## src/rtl/imem_program_encoder.sv

```systemverilog
// Instruction encoder and loader for the 16-bit MIPS core.
// Packs instruction field requests into 16-bit words and writes them
// sequentially into instruction memory starting at address 0, tracking fill
// level, completion and immediate-range errors.
module imem_program_encoder #(
    parameter int ADDR_W = 8
) (
    input  logic              clk,
    input  logic              reset,
    input  logic              start,
    input  logic              finish,
    input  logic              in_valid,
    output logic              in_ready,
    input  logic [2:0]        op,
    input  logic [2:0]        rs,
    input  logic [2:0]        rt,
    input  logic [2:0]        rd,
    input  logic [3:0]        funct,
    input  logic [15:0]       imm,
    input  logic [12:0]       target,
    output logic              wr_en,
    output logic [ADDR_W-1:0] wr_addr,
    output logic [15:0]       wr_data,
    output logic [ADDR_W:0]   count,
    output logic              full,
    output logic              done,
    output logic              err
);

    typedef enum logic [1:0] {
        IDLE = 2'd0,
        LOAD = 2'd1,
        FULL = 2'd2
    } state_t;

    localparam logic [ADDR_W-1:0] LAST_ADDR = '1;

    state_t            state;
    logic [ADDR_W-1:0] addr;
    logic              wr_en_q;
    logic              accept;
    logic              is_itype;
    logic              imm_bad;
    logic [15:0]       enc_word;

    // Requests are taken only while loading; a start in the same cycle
    // restarts the load and drops the request. Reset also blocks acceptance.
    assign in_ready = (state == LOAD) && !start && !reset;
    assign accept   = in_valid && in_ready;

    // Reset cancels a write that is already on the bus this cycle.
    assign wr_en = wr_en_q && !reset;

    // Field packing and immediate range check for the presented request.
    always_comb begin
        // NOTE: every always_comb output gets a default first so no path can infer a latch.
        enc_word = 16'h0000;
        is_itype = 1'b0;
        case (op)
            3'b000:         enc_word = {op, rs, rt, rd, funct};
            3'b010, 3'b011: enc_word = {op, target};
            default: begin
                enc_word = {op, rs, rt, imm[6:0]};
                is_itype = 1'b1;
            end
        endcase
        // imm must fit in 7 signed bits: the upper ten bits must all match.
        imm_bad = is_itype && !((imm[15:6] == 10'h000) || (imm[15:6] == 10'h3FF));
    end

    // Load FSM, write port, fill tracking and error flag, all registered.
    always_ff @(posedge clk) begin
        // NOTE: sequential state uses non-blocking assignments so all registers update together.
        if (reset) begin
            state   <= IDLE;
            addr    <= '0;
            wr_en_q <= 1'b0;
            wr_addr <= '0;
            wr_data <= '0;
            count   <= '0;
            full    <= 1'b0;
            done    <= 1'b0;
            err     <= 1'b0;
        end else begin
            wr_en_q <= 1'b0;
            done    <= 1'b0;
            if (start) begin
                state <= LOAD;
                addr  <= '0;
                count <= '0;
                err   <= 1'b0;
                full  <= 1'b0;
            end else begin
                if (finish && (state != IDLE)) begin
                    state <= IDLE;
                    done  <= 1'b1;
                end
                // full rises the cycle after the write to the last address.
                if (wr_en_q && (wr_addr == LAST_ADDR)) begin
                    full <= 1'b1;
                end
                if (accept) begin
                    if (imm_bad) begin
                        err <= 1'b1;
                    end else begin
                        wr_en_q <= 1'b1;
                        wr_addr <= addr;
                        wr_data <= enc_word;
                        addr    <= addr + 1'b1;
                        count   <= count + 1'b1;
                        // Stop accepting as soon as the last slot is claimed.
                        if ((addr == LAST_ADDR) && !finish) begin
                            state <= FULL;
                        end
                    end
                end
            end
        end
    end

endmodule

```

## config.mk

```make
export PLATFORM = sky130hd
export DESIGN_NAME = imem_program_encoder
export DESIGN_NICKNAME = d
export VERILOG_FILES = /design/src/rtl/imem_program_encoder.sv
export SDC_FILE = /design/constraint.sdc
export NUM_CORES = 1
export LEC_CHECK = 0
export CAP_MARGIN = 30
export CORE_MARGIN = 2
export CORE_UTILIZATION = 46
export DETAILED_ROUTE_END_ITERATION = 16
export PLACE_DENSITY = 0.92
export SYNTH_ARGS = -nofsm -noshare
export SYNTH_HDL_FRONTEND = slang
export SYNTH_SLANG_ARGS = --single-unit
```

## constraint.sdc

```tcl
create_clock -name clk -period 2.45 [get_ports clk]
set_input_delay 0.49 -clock clk [delete_from_list [all_inputs] [get_ports clk]]
set_output_delay 0.49 -clock clk [all_outputs]
set_load 0.1 [all_outputs]
```

==> qor.csv <==
stage,metric,value,unit
outcome,status,completed,
route,Post-Route WL,6977,um
critical_path,CP Class,input port to flip-flop,
yosys,Post-synth top cells,"47 x dfxtp_1, 34 x mux2i_1, 22 x nand2_1, 22 x nand2b_1, 17 x a21oi_1",
yosys,Synth area leaders,"dfxtp_1 36%, mux2i_1 13%, nand2b_1 5.3%",
critical_path,Worst Reg-to-Reg Cells,5,
route,WL/cell,15.50,um
finish,Final Cell Area,3660,um2
timing,setup TNS,0,ns
yosys,xor-xnor portion of the synthesized cell area,0,
timing,final worst path period share,0.9160,
finish,Syn-to-layout area delta,41.37,%
timing,Hold Fails Final Rpt,0,
power_and_ir_drop,Pleak,1.504,nW
yosys,"count leader, synth",dfxtp_1,
yosys,mux share of post-synthesis cell area,0.1822,
job,max cap viols,0,
place,port bufs,87,
yosys,Syn Nets,336,
finish,nets@finish,429,
yosys,largest family of logic cells by synthesized area,simple AND/OR/NAND/NOR gates,
power_and_ir_drop,Comb power frac,0.172,
floorplan,chip height,79.02,um
min_path,Worst Hold Class,flip-flop to flip-flop,
critical_path,Worst Path Arrival,2.48,ns
clock_network,Root Buffer,clkbuf_8,
floorplan,Top Ports,88,
clock_network,CTS resizes,0,
power_and_ir_drop,P_int,1.098,mW
yosys,Synth warnings,0,
critical_path,CP endpoint,count[3]$_SDFFE_PP0P_,
route,Pre-antenna DRT Iters,4,
clock_network,"Clk Latency, worst-skew pair",0.30,ns
yosys,leading area contributor after synthesis,dfxtp_1,
power_and_ir_drop,sequential power share,0.519,
clock_network,cts bufs inserted,5,
timing,crit path time final,2.244,ns
route,DRC viols,0,
timing,Max-slew headroom,0.6020,
place,routability cong.,0.8055,
finish,Final Util,0.6687,
critical_path,worst r2r dst,addr[7]$_SDFFE_PP0P_,
global_route,gr ovfl total,0,
critical_path,Worst Path Max Fanout,8,
critical_path,Worst Setup SP,imm[6],
route,DR vias,2517,
clock_network,Clock Tree Buf Depth,2,
yosys,Most used DFF post-synth,dfxtp_1,
yosys,Netlist cell types,43,
power_and_ir_drop,Worst VDD drop,206.0,uV
clock_network,CTS Hold Buffers Added,0,
timing,Setup Viol. Count Final,0,
global_route,Overall Global Routing Usage,0.2225,
critical_path,Worst setup EP type,flip-flop,
critical_path,CP required,2.69,ns
yosys,area fraction of the dominant cell type after synthesis,0.3635,
yosys,Post-Synth Simple-Gate Area,0.2436,
finish,n_diodes,0,
place,Final HPWL DP,5217,um
clock_network,Max H-tree Level,2,
clock_network,Post-CTS Setup Inserts,0,
yosys,Syn Std Cell Area,2589,um2
clock_network,CTS sink count,47,
floorplan,die area,6243,um2
yosys,Avg Synthesized Cell Area,9.115,um2
timing,hold slack,0.4809,ns
place,Setup Slack @ Placement,-0.1074,ns
place,Placement Cell Area,3578,um2
floorplan,Initial Util,0.4730,
clock_network,TritonCTS clock tree,built,
global_route,vias in the first global route,2440,
global_route,largest net degree at the start of global routing,32,
route,antenna-violating nets left,0,
critical_path,Critical R2R Launch,state[1]$_SDFF_PP0_,
yosys,#FFs+latches synth,47,
yosys,ys async rst share,0,
power_and_ir_drop,Sw Ratio,0.2610,
critical_path,internal reg-to-reg setup slack,0.83,ns
route,initial DRC count,159,
yosys,Cells after Synth,284,
floorplan,Die W,79.02,um
timing,maximum operating frequency,445.6,MHz
yosys,sequential fraction of the synthesis area,0.3635,
floorplan,core area,5473,um2
timing,"Slew Viols, Final",0,
timing,clock skew,0.004944,ns
clock_network,clock transition at the registers of the reported paths,0.09,ns
timing,slack of the critical path,0.2059,ns
yosys,Adder-Cell Fraction of Synth Area,0.009667,
critical_path,critical path startpoint category,input port,
global_route,first-pass GRT wire length,11060,um
timing,worst slew pin tran,0.5970,ns
power_and_ir_drop,Pwr per Cell Area,405.9,nW/um2
power_and_ir_drop,Net Sw Power,387.8,uW
finish,layout cells sized above 1,0.2354,
yosys,compound-cell area share of the yosys netlist,0.1455,
global_route,initial antenna violation count,0,
route,vias per cell,5.593,
yosys,Post-synth EDFFs,0,
power_and_ir_drop,Clock power frac,0.309,
timing,unrepaired setup endpoints after global routing,false,
floorplan,Rows,27,
[state kept, by name, indices dropped and copies added, names as in the netlist]
register  count
addr          8
count         9
done          1
err           1
full          1
state         2
wr_addr       8
wr_data      16
wr_en_q       1
[placed cells by master, fill, tap and decap left out, types with 2 or more instances in the layout]
cell type,instances
buf_4,55
nor3_1,10
nand2_1,21
mux2i_1,34
ha_1,2
nand4_1,9
nand3_1,7
nor2b_1,10
clkdlybuf4s50_1,49
buf_12,3
o211ai_1,4
clkbuf_1,2
o21a_1,2
a211oi_2,6
clkbuf_8,5
nor2_1,7
o221ai_1,7
nand2b_1,22
a21oi_1,17
and4_1,3
mux2_4,8
o21ai_0,3
or3_1,11
inv_1,11
nor4_1,2
dfxtp_1,47
[stage by stage]
step | power (mW) | std cells
2_1_floorplan | 0.9130 | 284
3_3_place_gp | 1.036 | 442
3_5_place_dp | 1.042 | 442
4_1_cts | 1.482 | 450
5_1_grt | 1.537 | 450
6_report | 1.486 | 450
[cell families after synthesis]
kind of cell	Yosys count
fa+ha+maj	2
simple gates	110
flops	47
compound gates	49
mux	43
buf+inv	33
[worst min-delay path by stage]
stage	cells after the start	start	end	slack [ns]
after CTS	2	count[8]$_SDFFE_PP0P_	count[8]$_SDFFE_PP0P_	0.48
final	1	full$_SDFFE_PP0P_	full$_SDFFE_PP0P_	0.48
after detailed placement	1	full$_SDFFE_PP0P_	full$_SDFFE_PP0P_	0.47
after global routing	2	wr_data[1]$_SDFFE_PP0P_	wr_data[1]$_SDFFE_PP0P_	0.51
after global placement	1	full$_SDFFE_PP0P_	full$_SDFFE_PP0P_	0.45
after floorplan	1	addr[5]$_SDFFE_PP0P_	addr[5]$_SDFFE_PP0P_	0.45
[layout make-up]
| class | instances | area, um2 |
|---|---|---|
| Fill cell | 438 | 1813 |
| Multi-Input combinational cell | 204 | 1539 |
| Timing Repair Buffer | 107 | 963.4 |
| Sequential cell | 47 | 940.9 |
| Tap cell | 72 | 90.09 |
| Clock buffer | 7 | 76.32 |
| Inverter | 12 | 45.04 |
| Clock inverter | 1 | 5.005 |
[power by group through the flow]
stage / logic [mW] / clock network, mW / registers (mW)
2_1_floorplan: 0.101 / 0 / 0.812
3_3_place_gp: 0.248 / 0 / 0.789
3_5_place_dp: 0.254 / 0 / 0.789
4_1_cts: 0.255 / 0.456 / 0.771
5_1_grt: 0.273 / 0.493 / 0.772
6_report: 0.256 / 0.459 / 0.771
[critical path, cell delays in order]
cell,delay [ns]
clkdlybuf4s50_1,0.46
nor4_1,0.36
buf_4,0.18
a32oi_2,0.25
buf_4,0.27
a211oi_2,0.27
mux2i_1,0.20
[per-layer routing]
layer	vias to the layer above	global-route usage	part of all wire
li1	1214	-	-
met1	1177	0.2580	0.41
met2	116	0.3898	0.49
met3	10	0.06705	0.086
met4	0	0.07414	0.015
met5	-	0	0
Note: power is estimated with default switching activity, not from simulation.
